`config.mk`:
```
export PLATFORM = sky130hd
export DESIGN_NAME = fifo_byte_packer
export DESIGN_NICKNAME = d
export VERILOG_FILES = /design/src/rtl/fifo_byte_packer.sv
export SDC_FILE = /design/constraint.sdc
export NUM_CORES = 1
export LEC_CHECK = 0
export CAP_MARGIN = 20
export CORE_ASPECT_RATIO = 1.4
export CORE_MARGIN = 1
export CORE_UTILIZATION = 50
export CTS_BUF_LIST = sky130_fd_sc_hd__clkbuf_4
export DETAILED_ROUTE_END_ITERATION = 10
export PLACE_DENSITY = 0.85
export SLEW_MARGIN = 5
export SYNTH_ARGS = -nofsm -noshare
export SYNTH_HDL_FRONTEND = slang
export SYNTH_SLANG_ARGS = --single-unit
```
`constraint.sdc`:
```
create_clock -name clk -period 3.35 [get_ports clk]
set_input_delay 0.67 -clock clk [delete_from_list [all_inputs] [get_ports clk]]
set_output_delay 0.67 -clock clk [all_outputs]
set_load 0.005 [all_outputs]
```
`src/rtl/fifo_byte_packer.sv`:
```
// Drains bytes from a sync FIFO read port and packs LANES of them little-endian
// into one word on a valid/ready master port; partial words leave on timeout or flush.
module fifo_byte_packer #(
  parameter int DATA_W  = 8,
  parameter int LANES   = 4,
  parameter int TIMEOUT = 16
) (
  input  logic                     clk,
  input  logic                     rst,
  input  logic                     fifo_empty,
  input  logic [DATA_W-1:0]        fifo_data,
  output logic                     fifo_r_en,
  input  logic                     flush,
  output logic [DATA_W*LANES-1:0]  m_data,
  output logic [LANES-1:0]         m_keep,
  output logic                     m_valid,
  input  logic                     m_ready
);

  localparam int CW       = $clog2(LANES + 1);
  localparam int IDLE_MAX = (TIMEOUT > 0) ? TIMEOUT - 1 : 0;
  localparam int IW       = (IDLE_MAX > 0) ? $clog2(IDLE_MAX + 1) : 1;

  typedef enum logic {S_FILL, S_OUT} state_t;

  state_t                    r_state, w_state_next;
  logic [CW-1:0]             r_cnt;
  logic                      r_pend;
  logic                      r_flush_req;
  logic [IW-1:0]             r_idle;
  logic [DATA_W*LANES-1:0]   r_acc;
  logic [DATA_W*LANES-1:0]   r_data;
  logic [LANES-1:0]          r_keep;
  logic                      r_valid;

  logic [DATA_W*LANES-1:0]   w_acc_next;
  logic [CW-1:0]             w_cnt_next;
  logic [CW:0]               w_fill;
  logic [LANES-1:0]          w_keep;
  logic                      w_rd_en;
  logic                      w_emit_full, w_emit_flush, w_emit_timeout;
  logic                      w_go_out, w_accept;

  assign w_fill     = {1'b0, r_cnt} + {{CW{1'b0}}, r_pend};
  assign w_rd_en    = rst && (r_state == S_FILL) && !fifo_empty &&
                      (w_fill < (CW+1)'(LANES)) && !r_flush_req;
  assign w_cnt_next = r_cnt + CW'(r_pend);

  genvar gi;
  generate
    for (gi = 0; gi < LANES; gi++) begin : g_lane
      assign w_acc_next[gi*DATA_W +: DATA_W] =
        (r_pend && (r_cnt == CW'(gi))) ? fifo_data : r_acc[gi*DATA_W +: DATA_W];
      assign w_keep[gi] = (CW'(gi) < w_cnt_next);
    end
  endgenerate

  assign w_emit_full  = r_pend && (w_cnt_next == CW'(LANES));
  assign w_emit_flush = r_flush_req && !r_pend && (r_cnt != '0);
  // A read issued in the timeout cycle would land in OUT and be lost, so it defers the timeout.
  assign w_emit_timeout = (TIMEOUT > 0) && (r_idle == IW'(IDLE_MAX)) && !r_pend &&
                          (r_cnt != '0) && !w_rd_en;
  assign w_accept = (r_state == S_OUT) && r_valid && m_ready;

  always_comb begin
    w_state_next = r_state;
    w_go_out     = 1'b0;
    case (r_state)
      S_FILL: begin
        if (w_emit_full || w_emit_flush || w_emit_timeout) begin
          w_state_next = S_OUT;
          w_go_out     = 1'b1;
        end
      end
      S_OUT: begin
        if (w_accept) begin
          w_state_next = S_FILL;
        end
      end
      default: w_state_next = S_FILL;
    endcase
  end

  always_ff @(posedge clk) begin
    if (!rst) begin
      r_state     <= S_FILL;
      r_cnt       <= '0;
      r_pend      <= 1'b0;
      r_idle      <= '0;
      r_flush_req <= 1'b0;
      r_acc       <= '0;
      r_data      <= '0;
      r_keep      <= '0;
      r_valid     <= 1'b0;
    end else begin
      r_state <= w_state_next;
      r_pend  <= w_rd_en;

      if (r_state == S_FILL) begin
        r_acc <= w_acc_next;
        r_cnt <= w_cnt_next;
        if (flush && ((r_cnt != '0) || r_pend)) begin
          r_flush_req <= 1'b1;
        end
      end

      if (w_go_out) begin
        r_data  <= w_acc_next;
        r_keep  <= w_keep;
        r_valid <= 1'b1;
      end

      if (w_accept) begin
        r_valid     <= 1'b0;
        r_data      <= '0;
        r_keep      <= '0;
        r_cnt       <= '0;
        r_acc       <= '0;
        r_flush_req <= 1'b0;
      end

      if (w_go_out || r_pend || (r_state != S_FILL)) begin
        r_idle <= '0;
      end else if ((r_cnt != '0) && fifo_empty && (r_idle < IW'(IDLE_MAX))) begin
        r_idle <= r_idle + 1'b1;
      end
    end
  end

  assign fifo_r_en = w_rd_en;
  assign m_data    = r_data;
  assign m_keep    = r_keep;
  assign m_valid   = r_valid;

endmodule
```
After elaboration in Yosys (flattened, before gate mapping)
Index checks and enable logic that the tools add are counted.
- register bits: 79
- bits of input ports: 13
- word-level logic and storage cells: 66
- add/subtract/negate cells: 3
- magnitude comparators: 6
- eq/ne operators: 5
- muxes and demuxes: 8
- bitwise gates (word level): 2
- reduce and logical (&&, ||, !) cells: 33
- operators with widths (kind ; number):
    8-bit 2-to-1 mux ; 4
    1-bit logical AND ; 19
    3-bit by 2-bit equality test with 1-bit output, second input constant ; 2
    1-bit by 3-bit < comparator with 1-bit output, first input constant ; 2
    2-bit by 3-bit < comparator with 1-bit output, first input constant ; 2
    1-bit logical OR ; 5
    3-bit by 1-bit adder with 4-bit output ; 1
    4-bit by 1-bit adder with 4-bit output, second input constant ; 1
    4-bit equality test, second input constant ; 1
    1-bit logical NOT ; 4
    4-bit by 3-bit < comparator with 1-bit output, second input constant ; 1
    4-bit < comparator, second input constant ; 1
    2-bit OR reduction ; 2
    3-bit by 1-bit adder with 3-bit output ; 1
    3-bit by 1-bit equality test with 1-bit output, second input constant ; 1
    3-bit equality test, second input constant ; 1
    3-bit logical NOT ; 1
    1-bit 2-to-1 mux ; 3
    3-bit nonzero test ; 1
    1-bit NOT ; 2
    1-bit one-hot mux with 2 select lines ; 1
    2-bit AND reduction ; 1

Logic depth before layout (Yosys ltp)
- depth after elaboration: 13
- mapped depth: 9
- depth with buffers taken out: 7

Least setup slack after synthesis
No wires, ideal clock.
- kind: input-to-reg
- from: input fifo_empty
- to: register r_data[10], in the netlist m_data[10]
- library setup time: 0.116 ns
- arrival: 2.273 ns
- data required time: 3.234 ns
- slack: 0.961 ns
- cell stages on the path: 7
- cells stage by stage: or2_2 o41ai_2 a2111oi_4 or2_1 buf_6 buf_12 o211a_1
- cells in the longest elaborated chain, start to end: 9
- RTL lines (item ; RTL line ; text):
    start: declaration ; 10 ; input logic fifo_empty,
    1-bit logical NOT ; 45 ; assign w_rd_en = rst && (r_state == S_FILL) && !fifo_empty &&
    1-bit logical AND (2 in a row) ; 45 ;
    1-bit logical AND ; 46 ; (w_fill < (CW+1)'(LANES)) && !r_flush_req;
    1-bit logical NOT ; 62 ; (r_cnt != '0) && !w_rd_en;
    1-bit logical AND ; 62 ;
    1-bit logical OR ; 70 ; if (w_emit_full || w_emit_flush || w_emit_timeout) begin
    1-bit 2-to-1 mux ; 70 ;
    1-bit 2-to-1 mux ; 68 ; case (r_state)
    end signal: assignment ; 108 ; r_data <= w_acc_next;
    end: declaration ; 32 ; logic [DATA_W*LANES-1:0] r_data;
No other way between the ends.
A chain may end at the register's enable or synchronous reset.

Final worst setup path
- from: register r_pend
- to: output fifo_r_en
- cells in the longest elaborated chain, start to end: 4
- RTL lines (item ; RTL line ; text):
    start: declaration ; 28 ; logic r_pend;
    start signal: assignment ; 97 ; r_pend <= w_rd_en;
    3-bit by 1-bit adder with 4-bit output ; 44 ; assign w_fill = {1'b0, r_cnt} + {{CW{1'b0}}, r_pend};
    4-bit by 3-bit < comparator with 1-bit output ; 46 ;
    1-bit logical AND ; 45 ;
    1-bit logical AND ; 46 ;
    end: declaration ; 12 ; output logic fifo_r_en,
No other way between the ends.

==> summary by stage <==
Drt
The post-detailed-route DRC marker count is 0. Dividing the detail-routed via count by the number of cells gives 6.16. The sum of routed wire length over all layers is 7940 um. The DRC marker count from the first detailed-route iteration is 213. The count of nets left with antenna violations after detail routing is 0. The total iterations of the first detailed-routing run is 4. The routed length per placed instance is 16.8 um. The total via count in the routed design is 2912.

Place
The total instance count after detailed placement is 458. At the end of routability-driven placement, the weighted congestion stood at 0.764. The number of input and output port buffers inserted is 50. After legalization and detailed placement, the total HPWL measured 5220 um.

STA
At the pin with the least slew margin, the transition time is 0.790 ns. The clock arrives with 0.0170 ns of skew. Setup repair after global routing left no endpoint under its margin.

After routing, the total negative slack on setup checks comes to 0 ns. The final critical delay including setup and external delays is 3.07 ns. The final cycle utilization of the critical path is 91.6%.

Measured against its own limit, the worst slew margin works out to 47.4%. The count of endpoints failing setup in the final report is 0. The count of final max-slew check failures came to 0. The highest clock frequency the design can meet is 326 MHz. The count of endpoints failing hold in the final timing report is 0. The final hold slack is 0.509 ns.

CTS
Once the clock tree was built, the setup fixing pass inserted 0 buffers. The hold buffer count at CTS is 0. The clock tree from TritonCTS is built. The H-tree level count is 3.

In this run the clock root is driven by a sky130_fd_sc_hd__clkbuf_4. Counting the buffers created by CTS gives 9. The post-cts repair resize count is 0.

The maximum number of buffers from clock root to sink is 2. The post-CTS clock slew at the launch and capture registers of the worst setup and hold paths is 0.12 ns. The clock insertion delay at the later pin of the skew report is 0.42 ns.

Clock tree synthesis found a total of 79 sinks.

Global routing
The number of antenna violations at the first check in global routing is 0. The wire length of the first global-routing pass is 13200 um. For this run, the total global-route usage over all layers was measured as 23.5%. The total overflow left after global routing is 0. Entering global routing, the biggest net connects 40 pins. The number of global-route vias before repair is 2749.

Finish
In the final layout, the share of cells above drive strength 1 is 8.14%. The post-synthesis to final-layout area growth is 19.6%. The repair_antennas step left the layout with diodes totalling 0. The final instance count without filler cells is 473. The net total in the final layout is 393.

Floorplan
The floorplan die area is 7240 um2. The area of the placeable core is 6610 um2. The width of the chip is 72.2 um. The cell row count is 35. For this configuration, the core starts out at a cell density of 52.2%. 51 I/O pins were placed. Measured along the y axis, the die boundary spans 100 um.

Yosys
Sorting the synthesized cells by area gives the leading types as sky130_fd_sc_hd__dfxtp_1, sky130_fd_sc_hd__mux2i_1, sky130_fd_sc_hd__o211a_1, sky130_fd_sc_hd__o21ai_0, sky130_fd_sc_hd__o311ai_0. Yosys mapped a number of flops with a built-in enable equal to 0. Yosys printed 0 warnings. The largest area contributor in the netlist is sky130_fd_sc_hd__dfxtp_1. The count of state elements after synthesis is 79. The commonest register cell after synthesis is sky130_fd_sc_hd__dfxtp_1. The proportion of netlist area held by the largest area contributor is 45.8%.

When the netlist entered floorplanning its net count stood at 350. Counting flops with an async set or reset pin after synthesis yields a share of 0%. The post-synthesis instance area is 3450 um2.

The average instance area after synthesis is 10.3 um2. The number of instances in the synthesized netlist is 334. The number of different library cells in the post-synthesis netlist is 40. Sequential cells were found to cover 45.8% of the synthesized design area.

Power
The total power per unit cell area is 804 nW/um2. Across the VDD grid, the largest voltage drop is 0.000363 V. In this run the static leakage power is 1.80 nW.

Outcome
The flow ran to the end, and the final reports show no timing, DRC or antenna violations.

Critical path
The nature of the critical path endpoint is an output port. The data arrival time of the critical path is 2.40 ns. The critical path launch point type is a flop. The worst setup path is of the flop to output port kind. STA puts the critical path data required time at 2.68 ns. The maximum fanout count along the critical path is 10.

Min path
In this run the worst hold path is classified as flop to flop.

Flow run
The max-cap check violation count is 0.
==> critical path, cell delays in order (launching register included) <==
cell                              delay [ns]
sky130_fd_sc_hd__dfxtp_1                0.57
sky130_fd_sc_hd__ha_1                   0.24
sky130_fd_sc_hd__ha_1                   0.18
sky130_fd_sc_hd__xor2_2                 0.12
sky130_fd_sc_hd__nor4_1                 0.30
sky130_fd_sc_hd__clkdlybuf4s50_1        0.55
==> routing by layer <==
| layer | vias to the layer above | track usage [%] | routed length [um] |
|---|---|---|---|
| li1 | 1392 | - | - |
| met1 | 1385 | 29.7 | 3250 |
| met2 | 114 | 37.5 | 3960 |
| met3 | 21 | 5.22 | 495 |
| met4 | 0 | 11.5 | 238 |
| met5 | - | 0 | 0 |
==> area by class of cell <==
| type | instances | area, um2 |
|---|---|---|
| Clock buffer | 9 | 67.6 |
| Multi-Input combinational cell | 224 | 1700 |
| Inverter | 2 | 7.51 |
| Fill cell | 536 | 2490 |
| Sequential cell | 79 | 1580 |
| Timing Repair Buffer | 61 | 583 |
| Clock inverter | 6 | 76.3 |
| Tap cell | 92 | 115 |
==> path summary, 6_finish.rpt <==
kind / from / endpoint / slack [ns] / cells after the start
min: m_data[31]$_SDFFE_PP0P_ / m_data[31]$_SDFFE_PP0P_ / 0.51 / 1
min reg2reg: m_data[31]$_SDFFE_PP0P_ / m_data[31]$_SDFFE_PP0P_ / 0.51 / 1
max reg2reg: r_pend$_SDFF_PN0_ / m_keep[1]$_SDFFE_PP0P_ / 0.31 / 8
max: r_pend$_SDFF_PN0_ / fifo_r_en / 0.28 / 5
==> registers in the layout, indices dropped and copies added (netlist names) <==
name	flops
r_state	1
r_flush_req	1
r_acc	32
m_keep	4
r_cnt	3
r_idle	4
m_valid	1
m_data	32
r_pend	1
==> cell usage after synthesis, drive strengths merged, types with 2 or more instances <==
| master | n |
|---|---|
| a21oi | 2 |
| a311oi | 2 |
| and2 | 2 |
| and3 | 2 |
| buf | 4 |
| clkbuf | 25 |
| dfxtp | 79 |
| ha | 3 |
| inv | 2 |
| mux2i | 35 |
| nand2 | 6 |
| nand3 | 4 |
| nor2 | 10 |
| nor2b | 2 |
| nor3 | 3 |
| nor3b | 2 |
| nor4 | 2 |
| o211a | 33 |
| o21ai | 65 |
| o311ai | 32 |
| or2 | 2 |
| or3 | 3 |
| xor2 | 2 |
==> through the flow <==
step                      power (mW)  cell area [um2]  setup WS, ns  util [%]
final                           3.32             4130         0.283      62.4
after global placement          2.69             3980         0.357      60.2
after CTS                       3.34             4130         0.272      62.4
after global routing            3.55             4130         0.114      62.4
after detailed placement        2.74             3980         0.233      60.2
after floorplan                 2.22             3450         0.961         -
==> cell usage in the layout (no fill, tap or decap), types with 2 or more instances in the layout <==
cell	count
sky130_fd_sc_hd__dfxtp_1	79
sky130_fd_sc_hd__nor3_1	3
sky130_fd_sc_hd__clkbuf_4	9
sky130_fd_sc_hd__clkinv_1	3
sky130_fd_sc_hd__nor2_1	10
sky130_fd_sc_hd__nand2_1	6
sky130_fd_sc_hd__a21oi_1	2
sky130_fd_sc_hd__or3_2	2
sky130_fd_sc_hd__ha_1	3
sky130_fd_sc_hd__o211a_1	33
sky130_fd_sc_hd__nor4_1	2
sky130_fd_sc_hd__and2_1	2
sky130_fd_sc_hd__nor3b_1	2
sky130_fd_sc_hd__clkdlybuf4s50_1	50
sky130_fd_sc_hd__inv_1	2
sky130_fd_sc_hd__nor2b_1	2
sky130_fd_sc_hd__o21ai_0	65
sky130_fd_sc_hd__a311oi_1	2
sky130_fd_sc_hd__nand3_1	4
sky130_fd_sc_hd__buf_4	11
sky130_fd_sc_hd__mux2i_1	35
sky130_fd_sc_hd__bufinv_16	2
sky130_fd_sc_hd__o311ai_0	32
==> power by group <==
group | total, mW | switching [mW] | internal, mW
Sequential | 1.42 | 0.179 | 1.24
Combinational | 1.29 | 0.597 | 0.698
Clock | 0.602 | 0.312 | 0.291
==> logic make-up (layout without fill, tap and decap cells) <==
group / count (synthesis) / in the layout / share of synthesized area [%]
flops: 79 / 79 / 45.8
fa+ha+maj: 3 / 3 / 1.09
buf+inv: 31 / 78 / 5.01
xor+xnor: 3 / 3 / 0.980
simple gates: 41 / 41 / 6.28
mux: 35 / 35 / 10.2
compound gates: 142 / 142 / 30.7
Power figures use the tool's default switching activity.
